===== src/rtl/module_sum_display_driver_pkg.sv =====
// Shared types and constants for the sum display driver.
//   state_t     : converter FSM states
//   SEG_LUT     : active-low glyphs for digits 0..9, bit order {g,f,e,d,c,b,a}
//   SEG_BLANK   : all segments off
//   seg_decode  : digit -> glyph, anything above 9 decodes to blank
package pkg_sum_display;

    typedef enum logic [1:0] {
        IDLE = 2'd0,
        CONV = 2'd1,
        DONE = 2'd2
    } state_t;

    localparam logic [6:0] SEG_BLANK = 7'h7F;

    localparam logic [6:0] SEG_LUT [0:9] = '{
        7'h40, 7'h79, 7'h24, 7'h30, 7'h19,
        7'h12, 7'h02, 7'h78, 7'h00, 7'h10
    };

    function automatic logic [6:0] seg_decode(input logic [3:0] d);
        if (d <= 4'd9) begin
            return SEG_LUT[d];
        end
        return SEG_BLANK;
    endfunction

endpackage


===== src/rtl/module_sum_display_driver_bin2bcd_seq.sv =====
// Sequential double-dabble binary to packed-BCD converter.
//   clk      : clock, rising edge
//   rst      : synchronous active-high reset
//   S_i      : binary value, sampled only on the accept edge
//   valid_i  : start strobe, honoured only in IDLE
//   busy_o   : high in CONV and DONE
//   done_o   : one-cycle pulse, bcd_o updated on the same edge
//   bcd_o    : packed BCD result, digit 0 in [3:0], held between conversions
//
//   state | meaning
//   IDLE  | waiting for valid_i
//   CONV  | one add-3/shift step per cycle, ANCHO steps
//   DONE  | publish scratch to bcd_o, pulse done_o
module module_bin2bcd_seq
    import pkg_sum_display::*;
#(
    parameter int ANCHO = 8,
    parameter int NDIG  = 3
) (
    input  logic              clk,
    input  logic              rst,
    input  logic [ANCHO-1:0]  S_i,
    input  logic              valid_i,
    output logic              busy_o,
    output logic              done_o,
    output logic [4*NDIG-1:0] bcd_o
);

    localparam int BW = 4 * NDIG;
    localparam int CW = $clog2(ANCHO + 1);

    state_t           state_q, state_d;
    logic [ANCHO-1:0] shift_q, shift_d;
    logic [BW-1:0]    scratch_q, scratch_d;
    logic [BW-1:0]    adj;
    logic [CW-1:0]    count_q, count_d;
    logic [BW-1:0]    bcd_q, bcd_d;
    logic             done_q, done_d;

    always_comb begin
        state_d   = state_q;
        shift_d   = shift_q;
        scratch_d = scratch_q;
        count_d   = count_q;
        bcd_d     = bcd_q;
        done_d    = 1'b0;

        adj = scratch_q;
        for (int k = 0; k < NDIG; k++) begin
            if (scratch_q[4*k +: 4] >= 4'd5) begin
                adj[4*k +: 4] = scratch_q[4*k +: 4] + 4'd3;
            end
        end

        case (state_q)
            IDLE: begin
                if (valid_i) begin
                    shift_d   = S_i;
                    scratch_d = '0;
                    count_d   = '0;
                    state_d   = CONV;
                end
            end
            CONV: begin
                {scratch_d, shift_d} = {adj, shift_q} << 1;
                count_d = count_q + 1'b1;
                if (count_q == CW'(ANCHO - 1)) begin
                    state_d = DONE;
                end
            end
            DONE: begin
                bcd_d   = scratch_q;
                done_d  = 1'b1;
                state_d = IDLE;
            end
            default: state_d = IDLE;
        endcase
    end

    always_ff @(posedge clk) begin
        if (rst) begin
            state_q   <= IDLE;
            shift_q   <= '0;
            scratch_q <= '0;
            count_q   <= '0;
            bcd_q     <= '0;
            done_q    <= 1'b0;
        end else begin
            state_q   <= state_d;
            shift_q   <= shift_d;
            scratch_q <= scratch_d;
            count_q   <= count_d;
            bcd_q     <= bcd_d;
            done_q    <= done_d;
        end
    end

    assign busy_o = (state_q == CONV) || (state_q == DONE);
    assign done_o = done_q;
    assign bcd_o  = bcd_q;

endmodule


===== src/rtl/module_sum_display_driver.sv =====
// Captures an adder sum, converts it to BCD and scans it onto a multiplexed
// active-low 7-segment display with leading-zero blanking.
//   clk      : clock, rising edge
//   rst      : synchronous active-high reset
//   S_i      : unsigned sum to display
//   valid_i  : capture strobe, ignored while busy_o
//   busy_o   : conversion in progress
//   done_o   : one-cycle pulse when bcd_o updates
//   bcd_o    : packed BCD of the last completed conversion
//   an_o     : digit enables, active low, one-hot
//   seg_o    : segments {g,f,e,d,c,b,a}, active low
module module_sum_display_driver
    import pkg_sum_display::*;
#(
    parameter int ANCHO       = 8,
    parameter int NDIG        = 3,
    parameter int REFRESH_DIV = 50000
) (
    input  logic              clk,
    input  logic              rst,
    input  logic [ANCHO-1:0]  S_i,
    input  logic              valid_i,
    output logic              busy_o,
    output logic              done_o,
    output logic [4*NDIG-1:0] bcd_o,
    output logic [NDIG-1:0]   an_o,
    output logic [6:0]        seg_o
);

    localparam int BW = 4 * NDIG;
    localparam int RW = (REFRESH_DIV > 1) ? $clog2(REFRESH_DIV) : 1;
    localparam int IW = (NDIG > 1) ? $clog2(NDIG) : 1;

    logic [RW-1:0]   refresh_q, refresh_d;
    logic [IW-1:0]   idx_q, idx_d;
    logic [NDIG-1:0] an_q, an_d;
    logic [6:0]      seg_q, seg_d;
    logic [BW-1:0]   upper;
    logic            blank;

    module_bin2bcd_seq #(
        .ANCHO (ANCHO),
        .NDIG  (NDIG)
    ) u_bin2bcd (
        .clk     (clk),
        .rst     (rst),
        .S_i     (S_i),
        .valid_i (valid_i),
        .busy_o  (busy_o),
        .done_o  (done_o),
        .bcd_o   (bcd_o)
    );

    always_comb begin
        refresh_d = refresh_q + 1'b1;
        idx_d     = idx_q;
        if (refresh_q == RW'(REFRESH_DIV - 1)) begin
            refresh_d = '0;
            idx_d     = (idx_q == IW'(NDIG - 1)) ? '0 : idx_q + 1'b1;
        end

        // The selected digit and everything above it, shifted down to [3:0].
        // If that whole slice is zero the digit is a leading zero.
        upper = bcd_o >> {idx_d, 2'b00};
        blank = (idx_d != '0) && (upper == '0);

        an_d  = ~(NDIG'(1) << idx_d);
        seg_d = blank ? SEG_BLANK : seg_decode(upper[3:0]);
    end

    always_ff @(posedge clk) begin
        if (rst) begin
            refresh_q <= '0;
            idx_q     <= '0;
            an_q      <= ~NDIG'(1);
            seg_q     <= SEG_LUT[0];
        end else begin
            refresh_q <= refresh_d;
            idx_q     <= idx_d;
            an_q      <= an_d;
            seg_q     <= seg_d;
        end
    end

    assign an_o  = an_q;
    assign seg_o = seg_q;

endmodule


===== config.mk =====
export PLATFORM = sky130hd
export DESIGN_NAME = module_sum_display_driver
export DESIGN_NICKNAME = d
export VERILOG_FILES = /design/src/rtl/module_sum_display_driver_pkg.sv /design/src/rtl/module_sum_display_driver_bin2bcd_seq.sv /design/src/rtl/module_sum_display_driver.sv
export SDC_FILE = /design/constraint.sdc
export NUM_CORES = 1
export LEC_CHECK = 0
export CAP_MARGIN = 25
export CORE_MARGIN = 2
export CORE_UTILIZATION = 36
export DETAILED_ROUTE_END_ITERATION = 10
export DONT_BUFFER_PORTS = 1
export PLACE_DENSITY = 0.6
export SETUP_SLACK_MARGIN = 0.1
export SLEW_MARGIN = 20
export SYNTH_ARGS = -nofsm -noshare
export SYNTH_HDL_FRONTEND = slang
export SYNTH_SLANG_ARGS = --single-unit

===== constraint.sdc =====
create_clock -name clk -period 3.3 [get_ports clk]
set_input_delay 0.66 -clock clk [delete_from_list [all_inputs] [get_ports clk]]
set_output_delay 0.66 -clock clk [all_outputs]
set_load 0.02 [all_outputs]

# Word-level counts from Yosys, hierarchy flattened
# Memories as Yosys holds them, arrays and structs flattened.
# Cells that the tools add are included.
[classes]
add_sub_neg = 6
n_lt_le_gt_ge = 5
eq_ne = 7
shift = 2
muxes = 21
n_bitwise = 3
n_reduce_logical = 10
[ops]
columns = ["operator", "n"]
rows = [
  ["12-bit case mux with 2 select lines", 1],
  ["7-bit two-way mux", 3],
  ["16-bit by 1-bit adder with 16-bit output (second input constant)", 1],
  ["16-bit equality test (second input constant)", 1],
  ["8-bit case mux with 2 select lines", 1],
  ["4-bit by 3-bit greater-or-equal comparator with 1-bit output (second input constant)", 3],
  ["12-bit logical NOT", 1],
  ["12-bit two-way mux", 1],
  ["4-bit two-way mux", 3],
  ["6-bit two-way mux", 2],
  ["12-bit by 4-bit >> shifter with 12-bit output", 1],
  ["4-bit by 2-bit adder with 4-bit output (second input constant)", 2],
  ["2-bit two-way mux", 4],
  ["8-bit two-way mux", 1],
  ["4-bit case mux with 2 select lines", 1],
  ["5-bit greater-or-equal comparator (second input constant)", 1],
  ["4-bit inverter with 5-bit output", 1],
  ["4-bit by 1-bit adder with 4-bit output (second input constant)", 1],
  ["2-bit equality test (second input constant)", 2],
  ["4-bit by 3-bit equality test with 1-bit output (second input constant)", 1],
  ["4-bit <= comparator (second input constant)", 1],
  ["2-bit case mux with 2 select lines", 1],
  ["2-bit AND reduction", 2],
  ["2-bit nonzero test", 2],
  ["other kinds (15)", 16],
]
[word_totals]
reg_bits = 67
rom_bits = 112
inputBits = 11
out_inout_bits = 24
word_cells = 66
mem_count = 1
[memory_table]
columns = ["name", "words", "word_bits", "rd", "rd_clocked_by_memory_dff", "wr", "line_no", "text"]
rows = [
  ["(name not given)", 16, 7, 1, 0, 0, "module_sum_display_driver_pkg.sv:23", "return SEG_LUT[d];"],
]

# Depth between registers and ports, before layout
[logic_depth]
depth_word = 11
depth_mapped = 12
mapped_depth_nobuf = 8

# Cells and area by module
# A second synthesis with hierarchy kept.
[unflattened]
cells_unflattened = 383
hier_area_um2 = 3454.6
[modules_own_cells]
columns = ["module", "n_inst", "cells_each", "area_per_inst_um2", "seq_area_each_um2"]
rows = [
  ["module_bin2bcd_seq", 1, 202, 1931.9, 780.7],
  ["module_sum_display_driver", 1, 181, 1522.7, 560.5],
]

# Worst setup path before layout
# OpenSTA, ideal clock, no wires.
[synth_timing]
path_type = "reg-to-reg"
from = "reg refresh_q[0]"
to = "reg seg_q[6], in the netlist seg_o[6]"
setup_ns = 0.127
t_arrival_ns = 2.242
required_time_ns = 3.173
setup_slack_ns = 0.931
path_stages_with_launch = 12
n_path_buf = 3
period_less_slack_ns = 2.369
cell_sequence = "dfxtp_1 ha_1 and3_1 buf_2 and4_1 buf_6 buf_4 nor4_1 nor4_4 and2_4 xnor2_1 or3_1"
[synth_via]
elab_chain_len = 8
elab_cells_between_ends = 15
cone_classes = "1 x order compare; 1 x eq/ne; 1 x shift; 5 x mux; 2 x bitwise; 4 x reduce/logical; 1 x memory"
[synth_lines]
columns = ["element", "line_no", "text"]
rows = [
  ["start, declared", "module_sum_display_driver.sv:34", "logic [RW-1:0] refresh_q, refresh_d;"],
  ["start signal, assigned", "module_sum_display_driver.sv:78", "refresh_q <= refresh_d;"],
  ["16-bit equality test *", "module_sum_display_driver.sv:57", "if (refresh_q == RW'(REFRESH_DIV - 1)) begin"],
  ["2-bit two-way mux *", "module_sum_display_driver.sv:57", ""],
  ["12-bit by 4-bit >> shifter with 12-bit output", "module_sum_display_driver.sv:64", "upper = bcd_o >> {idx_d, 2'b00};"],
  ["4-bit inverter with 5-bit output (not written as such)", "module_sum_display_driver_pkg.sv:23", ""],
  ["memory read 16 x 7 bit", "n/a", ""],
  ["7-bit two-way mux (not written as such) (2 in series)", "module_sum_display_driver_pkg.sv:23", ""],
  ["7-bit two-way mux", "module_sum_display_driver_pkg.sv:22", "if (d <= 4'd9) begin"],
  ["end signal, assigned", "module_sum_display_driver.sv:76", "seg_q <= SEG_LUT[0];"],
  ["end signal, assigned", "module_sum_display_driver.sv:81", "seg_q <= seg_d;"],
  ["end, declared", "module_sum_display_driver.sv:37", "logic [6:0] seg_q, seg_d;"],
]
# Mark *: on every way between the ends. The rest lies on a longest branch, timed or not. The select of a mux whose other input is x is not followed.
# A chain may end at the register's enable or synchronous reset.

# Final worst setup path
[layout_timing]
from = "reg refresh_q[0]"
to = "reg seg_q[1], in the netlist seg_o[1]"
[layout_via]
elab_chain_len = 10
elab_cells_between_ends = 15
cone_classes = "1 x order compare; 1 x eq/ne; 1 x shift; 7 x mux; 1 x bitwise; 3 x reduce/logical; 1 x memory"
[layout_lines]
columns = ["element", "line_no", "text"]
rows = [
  ["16-bit equality test *", "module_sum_display_driver.sv:57", ""],
  ["2-bit two-way mux *", "module_sum_display_driver.sv:57", ""],
  ["12-bit by 4-bit >> shifter with 12-bit output", "module_sum_display_driver.sv:64", ""],
  ["4-bit inverter with 5-bit output (not written as such)", "module_sum_display_driver_pkg.sv:23", ""],
  ["memory read 16 x 7 bit", "n/a", ""],
  ["7-bit two-way mux (not written as such) (2 in series)", "module_sum_display_driver_pkg.sv:23", ""],
  ["7-bit two-way mux", "module_sum_display_driver_pkg.sv:22", ""],
  ["6-bit two-way mux", "module_sum_display_driver_pkg.sv:25", "return SEG_BLANK;"],
  ["6-bit two-way mux *", "module_sum_display_driver.sv:68", "seg_d = blank ? SEG_BLANK : seg_decode(upper[3:0]);"],
]
# Marked as above.

==> metrics.yaml <==
worst_setup_path:
  cpPeakStageDelay_ps: 680
  worst-setup-path-type: "flop to flop"
  crit_chain: "ha_1, and3_1, and4_1, buf_4, mux2i_1, or4_1, nor4b_2, o21ai_0, a21oi_1"
  endpoint_kind: "flop"
  cp.required_ps: 3570
  cp.arrival_ps: 2930
  slowest_stage: "or4_1"
  start_kind: "flop"
  cp_max_fo: 17
drt:
  wl_per_cell_um: 13.2
  wl_um: 6700
  ant_nets: 0
  first_pass_iters: 4
  dr_total_vias: 2674
  vias_per_cell: 5.26
  remaining_drc_errors: 0
  first_iter_violations: 123
cts:
  clk_pin_slew_ps: 80
  cts-root-buf: "clkbuf_8"
  post-cts-setup-buffers: 0
  cts_hold_buffers: 0
  cts_sinks: 67
  clockBufferDepth: 2
  cts_tree: "done"
  h-tree-depth: 3
  clk_latency_ps: 340
  cts_made_buffers: 9
  ctsResizeCount: 0
global_routing:
  grt_pass1_wl_um: 11500
  grt_pass1_vias: 2475
  grt_max_degree: 54
  gr-total-overflow: 0
  grt_antenna_before_repair: 0
  track_usage_pct: 14.1
placement:
  gp_congestion: 0.828
  dp_hpwl_um: 4590
  io_buffers: 0
  place_inst: 492
cells_and_area:
  diodes: 0
  drive_above_1_share_pct: 6.80
  area_delta_synth_final_pct: 8.04
  finalNetCount: 414
  utilization_pct: 39.7
  fin_cells: 508
yosys:
  synth.cell_area_um2: 3360
  async_flop_share_pct: 0
  syn_nets: 426
  synth_area_leaders: "dfxtp_1 (40%), nor2_1 (7.9%), mux2i_1 (7.4%)"
  ys_warn_count: 0
  yosysTopAreaCell: "dfxtp_1"
  synth-seq-area-share_pct: 39.9
  yosys_register_bits: 67
  avgSynthCellArea_um2: 8.32
  netlist.area_leader.share_pct: 39.9
  synth_edf_count: 0
  synth.distinct_cells: 48
  synth_cells: 404
  synth_ff_type: "dfxtp_1"
hold_path:
  hp-class: "input port to flop"
timing:
  fmax_ghz: 0.376
  rsz0062_at_grt: "no"
  finalHoldViolations: 0
  setup_tns_ps: 0
  relSlewSlack_pct: 41.6
  fin_hold_ws_ps: 369
  timing.final.crit_share_pct: 80.6
  finClkSkew_ps: 8.58
  layout_min_cycle_time_ps: 2660
  slew_violations: 0
  finalSetupViolCount: 0
  worstMarginPinSlew_ps: 876
run:
  drv_cap: 0
power:
  cellPowerDensity_nw_per_um2: 502
  seq_power_share_pct: 47.3
  intPower_mw: 1.34
  static-leakage-power_nw: 1.30
  switching_share_pct: 26.5
  power.switching_uw: 482
  p_comb_share_pct: 11.1
  fin_total_pwr_mw: 1.82
  ir_drop_mv: 0.264
  clockPowerShare_pct: 41.6
die:
  fp-row-count: 35
  die_y_um: 101
  initial_core_util_pct: 36.7
  dieWidth_um: 101
  io_pins: 35
  dieArea_um2: 10100
  coreArea_um2: 9150
status:
  status: "complete, no violations"
-- logic make-up after synthesis --
kind of cell    Yosys count  share of synthesized area (%)
fa+ha+maj                11                           4.09
simple gates            176                           27.0
compound gates           65                           11.5
flops                    67                           39.9
buf+inv                  40                           4.87
xor+xnor                 20                           5.21
mux                      25                           7.44
-- power by group through the flow --
stage / registers [mW] / clock network, mW / logic (mW)
CTS: 0.863 / 0.783 / 0.204
detailed placement: 0.882 / 0 / 0.203
floorplan: 0.875 / 0 / 0.178
global placement: 0.880 / 0 / 0.199
global route: 0.867 / 0.820 / 0.230
finish: 0.863 / 0.758 / 0.201
-- path summary, 6_finish.rpt --
| kind | end | slack, ps | cells past startpoint | start |
|---|---|---|---|---|
| setup reg to reg | seg_o[1] | 640 | 9 | refresh_q[0] |
| hold / removal | an_o[0] | 370 | 1 | rst |
| setup / recovery | seg_o[1] | 640 | 9 | refresh_q[0] |
| hold reg to reg | refresh_q[0] | 450 | 1 | refresh_q[0] |
-- state kept, by name, indices dropped and copies added, names as in the netlist --
signal	count
u_bin2bcd.bcd_o	12
u_bin2bcd.state_q	2
an_o	3
refresh_q	16
u_bin2bcd.scratch_q	12
u_bin2bcd.shift_q	8
u_bin2bcd.count_q	4
idx_q	2
seg_o	7
u_bin2bcd.done_o	1
-- critical path, delay by kind of cell (launching register included) --
| family | cells | cell delay, ps |
|---|---|---|
| and+or+nand+nor | 4 | 1390 |
| DFF | 1 | 350 |
| AOI/OAI and AO/OA | 2 | 280 |
| buffers and inverters | 1 | 240 |
| adders and majority gates | 1 | 180 |
| muxes | 1 | 140 |
-- layout by cell type, fill, tap and decap left out, types with 5 or more instances in the layout --
master and n:
nand2b_1 7, mux2i_1 25, nand3b_1 5, ha_1 11, clkbuf_8 9, nor3_1 16
a22oi_1 10, dfxtp_1 67, nand2_1 25, xnor2_1 12, xor2_1 8, o21ai_0 12
nand3_1 15, a21oi_1 27, nor2_1 71, inv_1 15, nor4_1 8
-- synth_stat cells (all sizes together), types with 2 or more instances --
master  number
inv         16
or3          4
nand4        2
nor3        16
xor2         8
or4          2
a21oi       27
a22oi       10
nand2       25
o21ai       14
and2         3
buf          6
ha          11
nand3       15
nor2b        4
mux2i       25
xnor2       12
nor2        71
nor4        13
nand2b       7
nand3b       5
clkbuf      18
and3         4
dfxtp       67
a31oi        4
and4         2
-- layer usage --
layer / GRT usage (%) / wire length, um
met1: 17.3 / 3270
met2: 23.0 / 3080
met3: 4.30 / 268
met4: 5.48 / 80
met5: 0 / 0
-- area by class of cell --
type	instances	area, um2
clock buffers	9	124
clock inverters	7	100
fillers	959	5520
inverters	16	60.1
multi-input cells	297	1860
flip-flops and latches	67	1340
well taps	111	139
repair buffers	1	7.51
-- metrics by stage --
step	instance area [um2]	setup WS, ps
global placement	3410	729
floorplan	3360	931
CTS	3630	622
finish	3630	640
detailed placement	3410	658
global route	3630	385
Power figures use the tool's default switching activity.
